==> src/rtl/hazard_unit_mc_if.sv <==
// Signal bundle between the RISC_toy pipeline and hazard_unit_mc.
// The pipeline side is the master; the hazard unit is the slave.
interface hazard_unit_mc_if #(
    parameter int AW = 5,
    parameter int PW = 16
);
    logic [AW-1:0] RA0_D, RA1_D, RA0_E, RA1_E;
    logic          RS1Used_D, RS2Used_D, RS1Used_E, RS2Used_E;
    logic [AW-1:0] WA_E, WA_M, WA_W;
    logic          WEN_E, WEN_M, WEN_W;
    logic          Load_E, Taken_E, MDUStart_E;
    logic          PCWrite, IMRead, FDWrite, DEWrite;
    logic          FDFlush, DEFlush, EMFlush;
    logic [1:0]    FW1, FW2;
    logic          MDUBusy;
    logic [PW-1:0] StallCnt, FlushCnt;

    modport master (
        output RA0_D, RA1_D, RA0_E, RA1_E,
        output RS1Used_D, RS2Used_D, RS1Used_E, RS2Used_E,
        output WA_E, WA_M, WA_W, WEN_E, WEN_M, WEN_W,
        output Load_E, Taken_E, MDUStart_E,
        input  PCWrite, IMRead, FDWrite, DEWrite, FDFlush, DEFlush, EMFlush,
        input  FW1, FW2, MDUBusy, StallCnt, FlushCnt
    );

    modport slave (
        input  RA0_D, RA1_D, RA0_E, RA1_E,
        input  RS1Used_D, RS2Used_D, RS1Used_E, RS2Used_E,
        input  WA_E, WA_M, WA_W, WEN_E, WEN_M, WEN_W,
        input  Load_E, Taken_E, MDUStart_E,
        output PCWrite, IMRead, FDWrite, DEWrite, FDFlush, DEFlush, EMFlush,
        output FW1, FW2, MDUBusy, StallCnt, FlushCnt
    );
endinterface

==> src/rtl/hazard_unit_mc.sv <==
// Hazard/forwarding controller for the 5-stage RISC_toy pipeline: load-use and
// W->D stalls, M/W bypass select, taken-branch flush, MDU hold FSM, perf counters.
module hazard_unit_mc #(
    parameter int AW        = 5,
    parameter int MUL_LAT   = 4,
    parameter int CW        = 4,
    parameter int RF_BYPASS = 0,
    parameter int ZERO_REG  = 1,
    parameter int PW        = 16
) (
    input  logic             CLK,
    input  logic             RST,
    hazard_unit_mc_if.slave  hz
);
    typedef enum logic {IDLE, BUSY} state_e;

    localparam int            INIT_I   = (MUL_LAT > 1) ? MUL_LAT - 2 : 0;
    localparam logic [CW-1:0] CNT_INIT = CW'(INIT_I);

    state_e        state_q, state_d;
    logic [CW-1:0] cnt_q, cnt_d;
    logic [PW-1:0] stall_cnt_q, flush_cnt_q;
    logic          hold, stall_evt, flush_evt;

    // WEN_* are active-low: a match requires the producer to actually write.
    function automatic logic match(input logic [AW-1:0] a, input logic [AW-1:0] w,
                                   input logic wen_n, input logic used);
        return used && !wen_n && (a == w) && !((ZERO_REG != 0) && (a == '0));
    endfunction

    logic [AW-1:0] ra_d [2];
    logic [AW-1:0] ra_e [2];
    logic [1:0]    used_d, used_e, ld_hit, wb_hit;
    logic [1:0]    fw [2];
    logic          ldstall, wbstall;

    assign ra_d[0] = hz.RA0_D;
    assign ra_d[1] = hz.RA1_D;
    assign ra_e[0] = hz.RA0_E;
    assign ra_e[1] = hz.RA1_E;
    assign used_d  = {hz.RS2Used_D, hz.RS1Used_D};
    assign used_e  = {hz.RS2Used_E, hz.RS1Used_E};

    genvar gi;
    generate
        for (gi = 0; gi < 2; gi++) begin : g_src
            assign ld_hit[gi] = match(ra_d[gi], hz.WA_E, hz.WEN_E, used_d[gi]);
            assign wb_hit[gi] = match(ra_d[gi], hz.WA_W, hz.WEN_W, used_d[gi]);
            // M is younger than W, so it wins when both hold the register.
            assign fw[gi] = match(ra_e[gi], hz.WA_M, hz.WEN_M, used_e[gi]) ? 2'd1 :
                            match(ra_e[gi], hz.WA_W, hz.WEN_W, used_e[gi]) ? 2'd2 : 2'd0;
        end
    endgenerate

    assign ldstall = hz.Load_E && !hz.WEN_E && (|ld_hit);
    assign wbstall = (RF_BYPASS == 0) && (|wb_hit);

    always_comb begin
        state_d = state_q;
        cnt_d   = cnt_q;
        hold    = 1'b0;
        case (state_q)
            IDLE: begin
                if (hz.MDUStart_E && (MUL_LAT > 1)) begin
                    hold    = 1'b1;
                    state_d = BUSY;
                    cnt_d   = CNT_INIT;
                end
            end
            BUSY: begin
                if (cnt_q != '0) begin
                    hold  = 1'b1;
                    cnt_d = cnt_q - CW'(1);
                end else begin
                    state_d = IDLE;
                end
            end
            default: state_d = IDLE;
        endcase
    end

    always_comb begin
        hz.PCWrite = 1'b1;
        hz.IMRead  = 1'b1;
        hz.FDWrite = 1'b1;
        hz.DEWrite = 1'b1;
        hz.FDFlush = 1'b0;
        hz.DEFlush = 1'b0;
        hz.EMFlush = 1'b0;
        hz.FW1     = fw[0];
        hz.FW2     = fw[1];
        stall_evt  = 1'b0;
        flush_evt  = 1'b0;
        if (RST) begin
            hz.PCWrite = 1'b0;
            hz.IMRead  = 1'b0;
            hz.FDWrite = 1'b0;
            hz.DEWrite = 1'b0;
            hz.FDFlush = 1'b1;
            hz.DEFlush = 1'b1;
            hz.EMFlush = 1'b1;
            hz.FW1     = 2'd0;
            hz.FW2     = 2'd0;
        end else if (hold) begin
            hz.PCWrite = 1'b0;
            hz.IMRead  = 1'b0;
            hz.FDWrite = 1'b0;
            hz.DEWrite = 1'b0;
            hz.EMFlush = 1'b1;
            stall_evt  = 1'b1;
        end else if (hz.Taken_E) begin
            // The D instruction is squashed, so any stall it would cause is moot.
            hz.FDFlush = 1'b1;
            hz.DEFlush = 1'b1;
            flush_evt  = 1'b1;
        end else if (ldstall || wbstall) begin
            hz.PCWrite = 1'b0;
            hz.IMRead  = 1'b0;
            hz.FDWrite = 1'b0;
            hz.DEFlush = 1'b1;
            stall_evt  = 1'b1;
        end
    end

    always_ff @(posedge CLK) begin
        if (RST) begin
            state_q     <= IDLE;
            cnt_q       <= '0;
            stall_cnt_q <= '0;
            flush_cnt_q <= '0;
        end else begin
            state_q <= state_d;
            cnt_q   <= cnt_d;
            if (stall_evt && (stall_cnt_q != '1)) stall_cnt_q <= stall_cnt_q + PW'(1);
            if (flush_evt && (flush_cnt_q != '1)) flush_cnt_q <= flush_cnt_q + PW'(1);
        end
    end

    assign hz.MDUBusy  = (state_q == BUSY);
    assign hz.StallCnt = stall_cnt_q;
    assign hz.FlushCnt = flush_cnt_q;
endmodule

==> src/flat_wrapper.sv <==
// flat-port wrapper written by rule: the top's interface ports become plain ports
module hazard_unit_mc_flat 
#(
    parameter int AW        = 5,
    parameter int MUL_LAT   = 4,
    parameter int CW        = 4,
    parameter int RF_BYPASS = 0,
    parameter int ZERO_REG  = 1,
    parameter int PW        = 16
)
  (CLK, RST, hz_RA0_D, hz_RA1_D, hz_RA0_E, hz_RA1_E, hz_RS1Used_D, hz_RS2Used_D, hz_RS1Used_E, hz_RS2Used_E, hz_WA_E, hz_WA_M, hz_WA_W, hz_WEN_E, hz_WEN_M, hz_WEN_W, hz_Load_E, hz_Taken_E, hz_MDUStart_E, hz_PCWrite, hz_IMRead, hz_FDWrite, hz_DEWrite, hz_FDFlush, hz_DEFlush, hz_EMFlush, hz_FW1, hz_FW2, hz_MDUBusy, hz_StallCnt, hz_FlushCnt);
  hazard_unit_mc_if #(.AW(AW), .PW(PW)) hz_i ();
  input  logic CLK;
  input  logic RST;
  input wire logic [$bits(hz_i.RA0_D)-1:0] hz_RA0_D;
  input wire logic [$bits(hz_i.RA1_D)-1:0] hz_RA1_D;
  input wire logic [$bits(hz_i.RA0_E)-1:0] hz_RA0_E;
  input wire logic [$bits(hz_i.RA1_E)-1:0] hz_RA1_E;
  input wire logic [$bits(hz_i.RS1Used_D)-1:0] hz_RS1Used_D;
  input wire logic [$bits(hz_i.RS2Used_D)-1:0] hz_RS2Used_D;
  input wire logic [$bits(hz_i.RS1Used_E)-1:0] hz_RS1Used_E;
  input wire logic [$bits(hz_i.RS2Used_E)-1:0] hz_RS2Used_E;
  input wire logic [$bits(hz_i.WA_E)-1:0] hz_WA_E;
  input wire logic [$bits(hz_i.WA_M)-1:0] hz_WA_M;
  input wire logic [$bits(hz_i.WA_W)-1:0] hz_WA_W;
  input wire logic [$bits(hz_i.WEN_E)-1:0] hz_WEN_E;
  input wire logic [$bits(hz_i.WEN_M)-1:0] hz_WEN_M;
  input wire logic [$bits(hz_i.WEN_W)-1:0] hz_WEN_W;
  input wire logic [$bits(hz_i.Load_E)-1:0] hz_Load_E;
  input wire logic [$bits(hz_i.Taken_E)-1:0] hz_Taken_E;
  input wire logic [$bits(hz_i.MDUStart_E)-1:0] hz_MDUStart_E;
  output wire logic [$bits(hz_i.PCWrite)-1:0] hz_PCWrite;
  output wire logic [$bits(hz_i.IMRead)-1:0] hz_IMRead;
  output wire logic [$bits(hz_i.FDWrite)-1:0] hz_FDWrite;
  output wire logic [$bits(hz_i.DEWrite)-1:0] hz_DEWrite;
  output wire logic [$bits(hz_i.FDFlush)-1:0] hz_FDFlush;
  output wire logic [$bits(hz_i.DEFlush)-1:0] hz_DEFlush;
  output wire logic [$bits(hz_i.EMFlush)-1:0] hz_EMFlush;
  output wire logic [$bits(hz_i.FW1)-1:0] hz_FW1;
  output wire logic [$bits(hz_i.FW2)-1:0] hz_FW2;
  output wire logic [$bits(hz_i.MDUBusy)-1:0] hz_MDUBusy;
  output wire logic [$bits(hz_i.StallCnt)-1:0] hz_StallCnt;
  output wire logic [$bits(hz_i.FlushCnt)-1:0] hz_FlushCnt;
  assign hz_i.RA0_D = hz_RA0_D;
  assign hz_i.RA1_D = hz_RA1_D;
  assign hz_i.RA0_E = hz_RA0_E;
  assign hz_i.RA1_E = hz_RA1_E;
  assign hz_i.RS1Used_D = hz_RS1Used_D;
  assign hz_i.RS2Used_D = hz_RS2Used_D;
  assign hz_i.RS1Used_E = hz_RS1Used_E;
  assign hz_i.RS2Used_E = hz_RS2Used_E;
  assign hz_i.WA_E = hz_WA_E;
  assign hz_i.WA_M = hz_WA_M;
  assign hz_i.WA_W = hz_WA_W;
  assign hz_i.WEN_E = hz_WEN_E;
  assign hz_i.WEN_M = hz_WEN_M;
  assign hz_i.WEN_W = hz_WEN_W;
  assign hz_i.Load_E = hz_Load_E;
  assign hz_i.Taken_E = hz_Taken_E;
  assign hz_i.MDUStart_E = hz_MDUStart_E;
  assign hz_PCWrite = hz_i.PCWrite;
  assign hz_IMRead = hz_i.IMRead;
  assign hz_FDWrite = hz_i.FDWrite;
  assign hz_DEWrite = hz_i.DEWrite;
  assign hz_FDFlush = hz_i.FDFlush;
  assign hz_DEFlush = hz_i.DEFlush;
  assign hz_EMFlush = hz_i.EMFlush;
  assign hz_FW1 = hz_i.FW1;
  assign hz_FW2 = hz_i.FW2;
  assign hz_MDUBusy = hz_i.MDUBusy;
  assign hz_StallCnt = hz_i.StallCnt;
  assign hz_FlushCnt = hz_i.FlushCnt;
  hazard_unit_mc #(.AW(AW), .MUL_LAT(MUL_LAT), .CW(CW), .RF_BYPASS(RF_BYPASS), .ZERO_REG(ZERO_REG), .PW(PW)) u_core (.CLK(CLK), .RST(RST), .hz(hz_i));
endmodule
==> config.mk <==
export PLATFORM = sky130hd
export DESIGN_NAME = hazard_unit_mc_flat
export DESIGN_NICKNAME = d
export VERILOG_FILES = /design/src/rtl/hazard_unit_mc_if.sv /design/src/rtl/hazard_unit_mc.sv /design/src/flat_wrapper.sv
export SDC_FILE = /design/constraint.sdc
export NUM_CORES = 1
export LEC_CHECK = 0
export ABC_AREA = 1
export CAP_MARGIN = 20
export CORE_UTILIZATION = 43
export DETAILED_ROUTE_END_ITERATION = 8
export GPL_TIMING_DRIVEN = 0
export PLACE_DENSITY = 0.77
export SLEW_MARGIN = 5
export SYNTH_ARGS = -nofsm -noshare
export SYNTH_HDL_FRONTEND = slang
export SYNTH_SLANG_ARGS = --single-unit
==> constraint.sdc <==
create_clock -name CLK -period 1.65 [get_ports CLK]
set_input_delay 0.165 -clock CLK [delete_from_list [all_inputs] [get_ports CLK]]
set_output_delay 0.165 -clock CLK [all_outputs]
set_load 0.01 [all_outputs]
==> qor.csv, run 1 <==
stage,metric,value,unit
sta,Fmax,528,MHz
floorplanning,die height,86.1,µm
hold_path,worst min path class,in -> reg,
sta,count of final setup violators,37,
detailed_routing,initial DRC count,329,
worst_setup_path,CP endpoint kind,register,
detailed_routing,Routed Antenna Nets,0,
global_routing,vias in the first global route,3686,
clocking,register clock-pin slew on the reported worst setup and hold paths,0.09,ns
worst_setup_path,WS Path Type,reg -> reg,
global_routing,first-pass GRT wire length,16300,µm
worst_setup_path,Worst setup SP type,register,
job,Max-Cap Viols,0,
sta,unrepaired setup endpoints after global routing,yes,
synthesis,Synth Warn #,0,
floorplanning,Rows,30,
detailed_routing,WL/cell,15.3,µm
clocking,H-tree Lvls,2,
detailed_routing,via count,3944,
clocking,CTS Buf Count,5,
worst_setup_path,"Arr. time, crit path",2.10,ns
cells_and_area,share of cells above drive strength 1,29.3,%
detailed_routing,drt pass-1 iters,5,
floorplanning,initial core utilization,44.6,%
worst_setup_path,Worst R2R Start,u_core.hz.StallCnt[0],
sta,Final Cycle Share,115,%
clocking,CTS tree,built,
floorplanning,die area,0.00742,mm²
worst_setup_path,CP required,1.85,ns
sta,skew final,0.0100,ns
detailed_routing,residual DRC count,0,
synthesis,Mapped Cells,498,
global_routing,GR Overflow Total,0,
synthesis,Mean Syn Cell Area,6.11,µm²
power_and_ir_drop,pwr dens,569,mW/mm²
clocking,CTS Hold Bufs,0,
global_routing,Total Routing Usage GR,27.5,%
synthesis,Yosys reg bits,37,
hold_path,hold path startpoint,RST,
global_routing,antenna violations before repair,0,
sta,Final WS setup,-0.245,ns
place,PortBufs,87,
cells_and_area,area grow syn2layout,59.9,%
worst_setup_path,CP max FO,4,
sta,Slew Limit Fails,0,
worst_setup_path,Worst Setup SP,u_core.hz.StallCnt[0],
clocking,CTS sink cnt,37,
synthesis,sequential-to-total area share from yosys stat,24.3,%
cells_and_area,nets@finish,681,
cells_and_area,number of diodes,0,
sta,Final Hold Viols,0,
synthesis,Mapped Area,0.00304,mm²
clocking,Root Buffer,clkbuf_8,
clocking,Clock Latency Late Sink,0.30,ns
synthesis,Main synth FF type,dfxtp_1,
floorplanning,core area,0.00683,mm²
power_and_ir_drop,VDD IR max,0.446,mV
synthesis,largest cells by area after synthesis,"dfxtp_1 (24%), nand2_1 (18%), inv_1 (8.9%)",
synthesis,Synth async-reset ratio,0,%
place,GPL Wtd Cong,0.922,
floorplanning,IO Count,91,
floorplanning,Die X,86.1,µm
place,Post-DP HPWL,6730,µm
clocking,CTS Buffer Depth,2,
global_routing,largest net degree at the start of global routing,14,
detailed_routing,Detailed Route WL,11200,µm
synthesis,Synth cell types,37,
synthesis,Synth top area share,24.3,%
synthesis,syn_nets,548,
detailed_routing,vias per cell,5.42,
run_status,failing checks,negative setup slack,
run_status,status,"finished, violations left",
place,Placement Setup Slack,-0.772,ns
sta,slew margin rel.,51.6,%
sta,min Tclk post-route,1.89,ns
synthesis,Post-synth EDFFs,0,
sta,Worst Max-Slew Pin Slew,0.726,ns
power_and_ir_drop,leakage,2.16,nW
synthesis,biggest area consumer among synthesized cells,dfxtp_1,
sta,WHS,0.197,ns
==> metal layers <==
layer | wire (µm) | GRT usage (%)
met5 | 0 | 0
met4 | 502 | 15.2
met3 | 689 | 6.06
met2 | 5580 | 46.8
met1 | 4390 | 31.9
==> metrics by stage <==
stage / cell area [µm²] / std cells / power (mW) / util, % / setup TNS (ns)
6_report: 4870 / 728 / 2.77 / 71.2 / -3.76
2_1_floorplan: 3060 / 498 / 1.29 / - / 0
4_1_cts: 4530 / 713 / 2.65 / 66.3 / -0.608
3_3_place_gp: 4050 / 681 / 1.54 / 59.2 / -12.77
3_5_place_dp: 4050 / 681 / 1.56 / 59.2 / -14.34
5_1_grt: 4870 / 728 / 2.87 / 71.2 / -6.08
==> path summary, 6_finish.rpt <==
| check | endpoint | slack, ns | cells past startpoint |
|---|---|---|---|
| hold / removal | u_core.hz.MDUBusy | 0.20 | 2 |
| hold reg to reg | u_core.hz.StallCnt[6] | 0.51 | 2 |
| setup / recovery | u_core.hz.StallCnt[11] | -0.24 | 10 |
| setup reg to reg | u_core.hz.StallCnt[11] | -0.24 | 10 |
==> synthesized netlist by cell type, types with 9 or more instances <==
cell / instances
nand2_1: 146
inv_1: 72
nor2_1: 47
dfxtp_1: 37
nand4_1: 26
a21oi_1: 25
nand3_1: 22
xor2_1: 17
xnor2_1: 12
nand2_2: 11
nor3_1: 10
a21oi_2: 9
==> cell families after synthesis <==
logic type | synth area share (%)
fa+ha+maj | 1.23
xor+xnor | 8.34
simple gates | 42.3
compound gates | 10.9
buf+inv | 12.9
flops | 24.3
==> repair_timing <==
item / in CTS / in global routing
setup endpoints to repair: 42 / 43
pin swaps: 23 / 20
buffers inserted: 23 / 16
gates cloned: 1 / 0
gates resized for setup: 146 / 74
==> layout by cell type (no fill, tap or decap), drive strengths merged, types with 12 or more instances in the layout <==
cell           count
xnor2             12
dlygate4sd2       35
a21oi             34
nand2            157
nand3             25
nand4             26
nor2              53
dfxtp             37
buf               60
inv               79
clkdlybuf4s50     36
nor3              12
xor2              17
==> power breakdown <==
| part | total, mW | switching [mW] | internal, mW |
|---|---|---|---|
| registers | 0.938 | 0.0241 | 0.914 |
| clock network | 0.980 | 0.371 | 0.609 |
| logic | 0.853 | 0.459 | 0.393 |
==> registers in the layout, indices dropped and copies added (netlist names) <==
| register | flops |
|---|---|
| u_core.hz.MDUBusy | 1 |
| u_core.hz.FlushCnt | 16 |
| u_core.cnt_q | 4 |
| u_core.hz.StallCnt | 16 |
==> critical path: stages (launching register included) <==
cell     delay (ns)
dfxtp_4        0.39
ha_4           0.17
nand2_4        0.07
nor3_1         0.33
nand3_1        0.14
inv_1          0.16
a21oi_1        0.13
nand3_1        0.15
nand2_1        0.09
inv_1          0.10
nor2_1         0.06
==> final cells by class <==
| class | instances | area (µm²) |
|---|---|---|
| plain buffers | 14 | 130 |
| clock buffers | 5 | 68.8 |
| clock inverters | 3 | 68.8 |
| fillers | 522 | 1960 |
| inverters | 79 | 312 |
| multi-input cells | 368 | 2230 |
| flip-flops and latches | 37 | 768 |
| well taps | 96 | 120 |
| repair buffers | 126 | 1170 |
No activity file was read; power rests on OpenSTA's default activity.
==> run 2, diff against run 1 <==
- CORE_UTILIZATION: 43 -> 48
- PLACE_DENSITY: 0.77 -> 0.81
- clock period: 1.65 -> 1.95 ns (I/O delays scaled with it)
==> run 2 against run 1 <==
Compared with the run above: the flow still finishes with violations (negative setup slack); die area fell by 10%; critical path type is now reg -> out; combinational power fell by 34%; non-clock buffer count fell by 31; core utilization fell by 0.77 points; global-route usage rose by 0.78 points; worst hold slack improved by 0.086 ns; cell count fell by 7.1%; critical path depth rose by 2.
==> qor.csv, run 2 (synthesized netlist as in run 1, its figures left out) <==
stage,metric,value,unit,change
power_and_ir_drop,Pint,1.31,mW,was 1.92 mW
sta,Slew Limit Fails,0,,unchanged
worst_setup_path,CP peak stage delay,0.34,ns,was 0.39 ns
detailed_routing,residual DRC count,0,,unchanged
cells_and_area,"commonest non-fill, non-tap cell in the layout",nand2_1,,unchanged
power_and_ir_drop,clock power share,30.3,%,was 35.4%
floorplanning,die height,81.6,µm,was 86.1 µm
detailed_routing,Detailed Route WL,9350,µm,was 11200 µm
floorplanning,die area,0.00666,mm²,was 0.00742 mm²
cells_and_area,"Core Util, Final",70.5,%,was 71.2%
sta,Worst Max-Slew Pin Slew,0.679,ns,was 0.726 ns
power_and_ir_drop,total power,1.95,mW,was 2.77 mW
floorplanning,Rows,28,,was 30
floorplanning,Die X,81.6,µm,was 86.1 µm
place,GPL Wtd Cong,0.921,,was 0.922
worst_setup_path,Top delay family on crit path,buffers and inverters,,was simple AND/OR/NAND/NOR gates
worst_setup_path,CP max FO,10,,was 4
detailed_routing,Routed Antenna Nets,0,,unchanged
worst_setup_path,WS Path Type,reg -> out,,was reg -> reg
place,Placement Setup Slack,-0.582,ns,was -0.772 ns
clocking,CTS tree,built,,unchanged
clocking,register clock-pin slew on the reported worst setup and hold paths,0.07,ns,was 0.09 ns
sta,slew margin rel.,54.7,%,was 51.6%
cells_and_area,most frequent cells in the layout,"nand2_1 (142), inv_1 (64), clkdlybuf4s50_1 (55)",,"was nand2_1 (130), inv_1 (57), nor2_1 (41)"
sta,unrepaired setup endpoints after global routing,yes,,unchanged
worst_setup_path,CP endpoint kind,output port,,was register
place,Post-DP HPWL,6800,µm,was 6730 µm
worst_setup_path,CP max stage cell,dfxtp_2,,was dfxtp_4
sta,Final WS setup,-0.0338,ns,was -0.245 ns
worst_setup_path,CP Buf/Inv Count,5,,was 2
clocking,CTS Hold Bufs,0,,unchanged
power_and_ir_drop,pwr dens,459,mW/mm²,was 569 mW/mm²
global_routing,Total Routing Usage GR,28.2,%,was 27.5%
run_status,status,"finished, violations left",,unchanged
global_routing,antenna violations before repair,0,,unchanged
sta,Fin Setup TNS,-0.0338,ns,was -3.76 ns
cells_and_area,share of cells above drive strength 1,17.5,%,was 29.3%
global_routing,largest net degree at the start of global routing,13,,was 14
floorplanning,core area,0.00603,mm²,was 0.00683 mm²
sta,WHS,0.283,ns,was 0.197 ns
clocking,CTS sink cnt,37,,unchanged
power_and_ir_drop,sw power,0.641,mW,was 0.855 mW
worst_setup_path,CP Cell Sequence,"inv_2, ha_4, nand3_2, nand2_2, nand2_4, nor2_4, inv_1, nand2_2, inv_6, buf_6, nand2_1, buf_2",,"was ha_4, nand2_4, nor3_1, nand3_1, inv_1, a21oi_1, nand3_1, nand2_1, inv_1, nor2_1"
hold_path,worst min path class,in -> reg,,unchanged
sta,count of final setup violators,1,,was 37
sta,Final Cycle Share,102,%,
floorplanning,initial core utilization,50.5,%,was 44.6%
clocking,Root Buffer,clkbuf_8,,unchanged
sta,Fmax,504,MHz,
power_and_ir_drop,VDD IR max,0.346,mV,was 0.446 mV
place,DP Cell Count,660,,was 681
job,Max-Cap Viols,0,,unchanged
global_routing,first-pass GRT wire length,14600,µm,was 16300 µm
sta,min Tclk post-route,1.98,ns,
detailed_routing,via count,3667,,was 3944
global_routing,GR Overflow Total,0,,unchanged
cells_and_area,Layout Cells excl Fill,676,,was 728
power_and_ir_drop,logic gate share of total power,28.9,%,was 30.8%
sta,skew final,0.0161,ns,was 0.0100 ns
worst_setup_path,CP dominant cell by count,nand2_2,,
floorplanning,IO Count,91,,unchanged
clocking,Clock Latency Late Sink,0.30,ns,about the same
power_and_ir_drop,sequential share of power,40.8,%,was 33.9%
worst_setup_path,"Arr. time, crit path",1.79,ns,was 2.10 ns
detailed_routing,initial DRC count,255,,was 329
cells_and_area,nets@finish,650,,was 681
place,PortBufs,87,,unchanged
clocking,CTS Buffer Depth,2,,unchanged
clocking,CTS Buf Count,5,,unchanged
sta,Final Hold Viols,0,,unchanged
global_routing,vias in the first global route,3282,,was 3686
detailed_routing,drt pass-1 iters,6,,was 5
clocking,H-tree Lvls,2,,unchanged
power_and_ir_drop,leakage,1.81,nW,was 2.16 nW
cells_and_area,area grow syn2layout,39.5,%,was 59.9%
place,placed inst area,0.00401,mm²,was 0.00405 mm²
worst_setup_path,Worst setup SP type,register,,unchanged
run_status,failing checks,negative setup slack,,unchanged
worst_setup_path,r2r setup slk,0.04,ns,was -0.24 ns
detailed_routing,vias per cell,5.42,,about the same
worst_setup_path,CP required,1.75,ns,was 1.85 ns
cells_and_area,post-route cell area,0.00425,mm²,was 0.00487 mm²
power_and_ir_drop,Sw Share,32.9,%,was 30.8%
detailed_routing,WL/cell,13.8,µm,was 15.3 µm
cells_and_area,number of diodes,0,,unchanged
==> run 2: power by group through the flow <==
stage / logic (mW) / clock network [mW] / registers, mW
floorplan: 0.277 / 0 / 0.808
global placement: 0.490 / 0 / 0.807
detailed placement: 0.504 / 0 / 0.808
CTS: 0.530 / 0.590 / 0.794
global route: 0.609 / 0.623 / 0.799
finish: 0.563 / 0.590 / 0.795
==> run 2: what timing repair did <==
item | 4_1_cts | 5_1_grt
setup endpoints to repair | 21 | 31
gates resized for setup | 68 | 26
pin swaps | 9 | 5
endpoints found under the hold margin | 0 | 0
buffers inserted | 6 | 3
==> run 2: layout make-up <==
class,instances,area (µm²)
plain buffers,13,93.8
clock buffers,6,82.6
clock inverters,2,13.8
fillers,525,1780
inverters,79,305
multi-input cells,368,2010
flip-flops and latches,37,751
well taps,75,93.8
repair buffers,96,892
==> run 2: worst reg2reg max path: cells and delay by family, from the launching register on <==
kind | cells | cell delay, ns
simple gates | 6 | 0.67
flops | 1 | 0.33
fa+ha+maj | 1 | 0.15
compound gates | 1 | 0.15
buf+inv | 4 | 0.54
==> run 2: path summary, 6_finish.rpt <==
path,startpoint,end,cells after the start
setup / recovery,u_core.cnt_q[0],hz_DEFlush,12
setup reg to reg,u_core.cnt_q[0],u_core.hz.StallCnt[6],12
hold reg to reg,u_core.hz.StallCnt[1],u_core.hz.StallCnt[1],2
hold / removal,RST,u_core.hz.MDUBusy,2
==> run 2: metal layers <==
metal | vias up | share of wire [%] | global-route usage (%)
met5 | - | 0 | 0
met4 | 0 | 2.2 | 9.82
met3 | 24 | 6.3 | 3.89
met2 | 168 | 49 | 49.1
met1 | 1679 | 43 | 35.5
li1 | 1796 | - | -
==> run 3, diff against run 2 <==
- CORE_UTILIZATION: 48 -> 52
- PLACE_DENSITY: 0.81 -> 0.87
- clock period: 1.95 -> 2.3 ns (I/O delays scaled with it)
==> run 3 against run 2 <==
Compared with the run above: the flow still finishes with violations (negative setup slack); count of clock-buffer cells in the layout shrank 1; global-route usage grew 3.4 points; register-to-register slack gained 0.23 ns; worst setup slack gained 0.027 ns; via count shrank 0.52%; largest cell class unchanged; largest power group is now clock.
==> qor.csv, run 3 (synthesized netlist as in run 1, its figures left out) <==
stage,metric,value,unit,change
run_status,status,"finished, violations left",,unchanged
run_status,failing checks,negative setup slack,,unchanged
clocking,CTS Hold Bufs,0,,unchanged
clocking,Root Buffer,clkbuf_8,,unchanged
floorplanning,Die X,78.5,µm,was 81.6 µm
worst_setup_path,CP Cell Sequence,"clkdlybuf4s50_1, inv_1, or2_2, nand4_1, nor4_2, nor4_1, clkdlybuf4s50_1",,"was inv_2, ha_4, nand3_2, nand2_2, nand2_4, nor2_4, inv_1, nand2_2, inv_6, buf_6, nand2_1, buf_2"
cells_and_area,post-route cell area,0.00424,mm²,was 0.00425 mm²
floorplanning,Rows,27,,was 28
job,Max-Cap Viols,0,,unchanged
sta,slew margin rel.,52.7,%,was 54.7%
power_and_ir_drop,total power,1.81,mW,was 1.95 mW
global_routing,Total Routing Usage GR,31.6,%,was 28.2%
worst_setup_path,CP required,2.07,ns,was 1.75 ns
sta,Fmax,433,MHz,
detailed_routing,initial DRC count,191,,was 255
floorplanning,core area,0.00557,mm²,was 0.00603 mm²
detailed_routing,residual DRC count,0,,unchanged
worst_setup_path,CP peak stage delay,0.60,ns,was 0.34 ns
cells_and_area,most frequent cells in the layout,"nand2_1 (143), clkdlybuf4s50_1 (74), inv_1 (69)",,"was nand2_1 (142), inv_1 (64), clkdlybuf4s50_1 (55)"
clocking,CTS Buffer Depth,2,,unchanged
floorplanning,initial core utilization,54.6,%,was 50.5%
sta,Slew Limit Fails,0,,unchanged
floorplanning,die area,0.00616,mm²,was 0.00666 mm²
cells_and_area,share of cells above drive strength 1,12.7,%,was 17.5%
sta,Final Hold Viols,0,,unchanged
detailed_routing,vias per cell,5.45,,was 5.42
worst_setup_path,CP max FO,3,,was 10
global_routing,antenna violations before repair,0,,unchanged
floorplanning,die height,78.5,µm,was 81.6 µm
clocking,CTS Buf Count,5,,unchanged
floorplanning,IO Count,91,,unchanged
cells_and_area,"Core Util, Final",76.0,%,was 70.5%
global_routing,first-pass GRT wire length,15700,µm,was 14600 µm
cells_and_area,nets@finish,646,,was 650
place,Post-DP HPWL,6720,µm,was 6800 µm
power_and_ir_drop,leakage,1.79,nW,was 1.81 nW
detailed_routing,via count,3648,,was 3667
hold_path,worst min path class,in -> reg,,unchanged
clocking,H-tree Lvls,2,,unchanged
detailed_routing,Routed Antenna Nets,0,,unchanged
cells_and_area,Fillers,459,,was 525
cells_and_area,area grow syn2layout,39.2,%,was 39.5%
sta,Final WS setup,-0.00717,ns,was -0.0338 ns
global_routing,vias in the first global route,3498,,was 3282
place,PortBufs,87,,unchanged
sta,unrepaired setup endpoints after global routing,yes,,unchanged
worst_setup_path,"Arr. time, crit path",2.08,ns,was 1.79 ns
clocking,CTS sink cnt,37,,unchanged
worst_setup_path,CP endpoint kind,output port,,unchanged
power_and_ir_drop,pwr dens,428,mW/mm²,was 459 mW/mm²
sta,Final Cycle Share,100,%,
worst_setup_path,Top delay family on crit path,buffers and inverters,,unchanged
detailed_routing,Detailed Route WL,9250,µm,was 9350 µm
place,GPL Wtd Cong,0.908,,was 0.921
clocking,Clock Latency Late Sink,0.30,ns,about the same
detailed_routing,drt pass-1 iters,5,,was 6
global_routing,GR Overflow Total,0,,unchanged
place,Placement Setup Slack,-0.250,ns,was -0.582 ns
worst_setup_path,CP dominant cell by count,clkdlybuf4s50_1,,was nand2_2
detailed_routing,WL/cell,13.8,µm,about the same
clocking,CTS tree,built,,unchanged
clocking,register clock-pin slew on the reported worst setup and hold paths,0.07,ns,about the same
cells_and_area,"commonest non-fill, non-tap cell in the layout",nand2_1,,unchanged
sta,skew final,0.00925,ns,was 0.0161 ns
sta,count of final setup violators,1,,unchanged
cells_and_area,number of diodes,0,,unchanged
cells_and_area,register area,741,µm²,was 751 µm²
worst_setup_path,CP Buf/Inv Count,3,,was 5
sta,Worst Max-Slew Pin Slew,0.710,ns,was 0.679 ns
place,placed inst area,0.00401,mm²,about the same
worst_setup_path,Worst setup SP type,input port,,was register
worst_setup_path,WS Path Type,in -> out,,was reg -> out
sta,min Tclk post-route,2.31,ns,
global_routing,largest net degree at the start of global routing,14,,was 13
worst_setup_path,CP max stage cell,clkdlybuf4s50_1,,was dfxtp_2
cells_and_area,Multi-input gate area,0.00197,mm²,was 0.00201 mm²
power_and_ir_drop,VDD IR max,0.297,mV,was 0.346 mV
run 3: per-stage QoR:
step	TNS, ns	cells	hold WS (ns)
CTS	0	665	0.228
global placement	-0.658	657	0.476
detailed placement	-0.794	657	0.485
global route	-0.185	669	0.232
floorplan	0	498	0.433
finish	-0.00717	669	0.238
run 3: path summary, 6_finish.rpt:
kind / end / from / slack (ns) / depth (start not counted)
hold reg to reg: u_core.hz.FlushCnt[15] / u_core.hz.FlushCnt[15] / 0.50 / 2
setup reg to reg: u_core.hz.FlushCnt[7] / u_core.hz.FlushCnt[0] / 0.27 / 12
hold / removal: u_core.hz.MDUBusy / RST / 0.24 / 2
setup / recovery: hz_FW1[1] / hz_WA_M[4] / -0.007 / 7
run 3: what timing repair did:
action	in CTS	in global routing
gates resized for setup	25	11
endpoints found under the setup margin	8	9
pin swaps	3	4
gates cloned	0	0
setup buffers	0	4
run 3: metal layers:
layer	part of all wire, %	global-route usage (%)	up-vias
li1	-	-	1789
met1	41	37.9	1663
met2	50	53.1	164
met3	6.3	6.86	32
met4	3.3	15.4	0
met5	0	0	-
run 3: cell type report:
type                    instances  area share [%]
repair buffers                 91            21.1
inverters                      79            7.06
plain buffers                  14            2.39
flip-flops and latches         37            17.5
well taps                      72            2.13
clock buffers                   5            1.62
multi-input cells             368            46.6
clock inverters                 3            1.62
run 3: power breakdown:
group          total (mW)  internal [mW]  switching (mW)
combinational       0.453          0.203           0.251
clock               0.688          0.437           0.252
sequential          0.672          0.656          0.0162
total                1.81           1.29           0.518
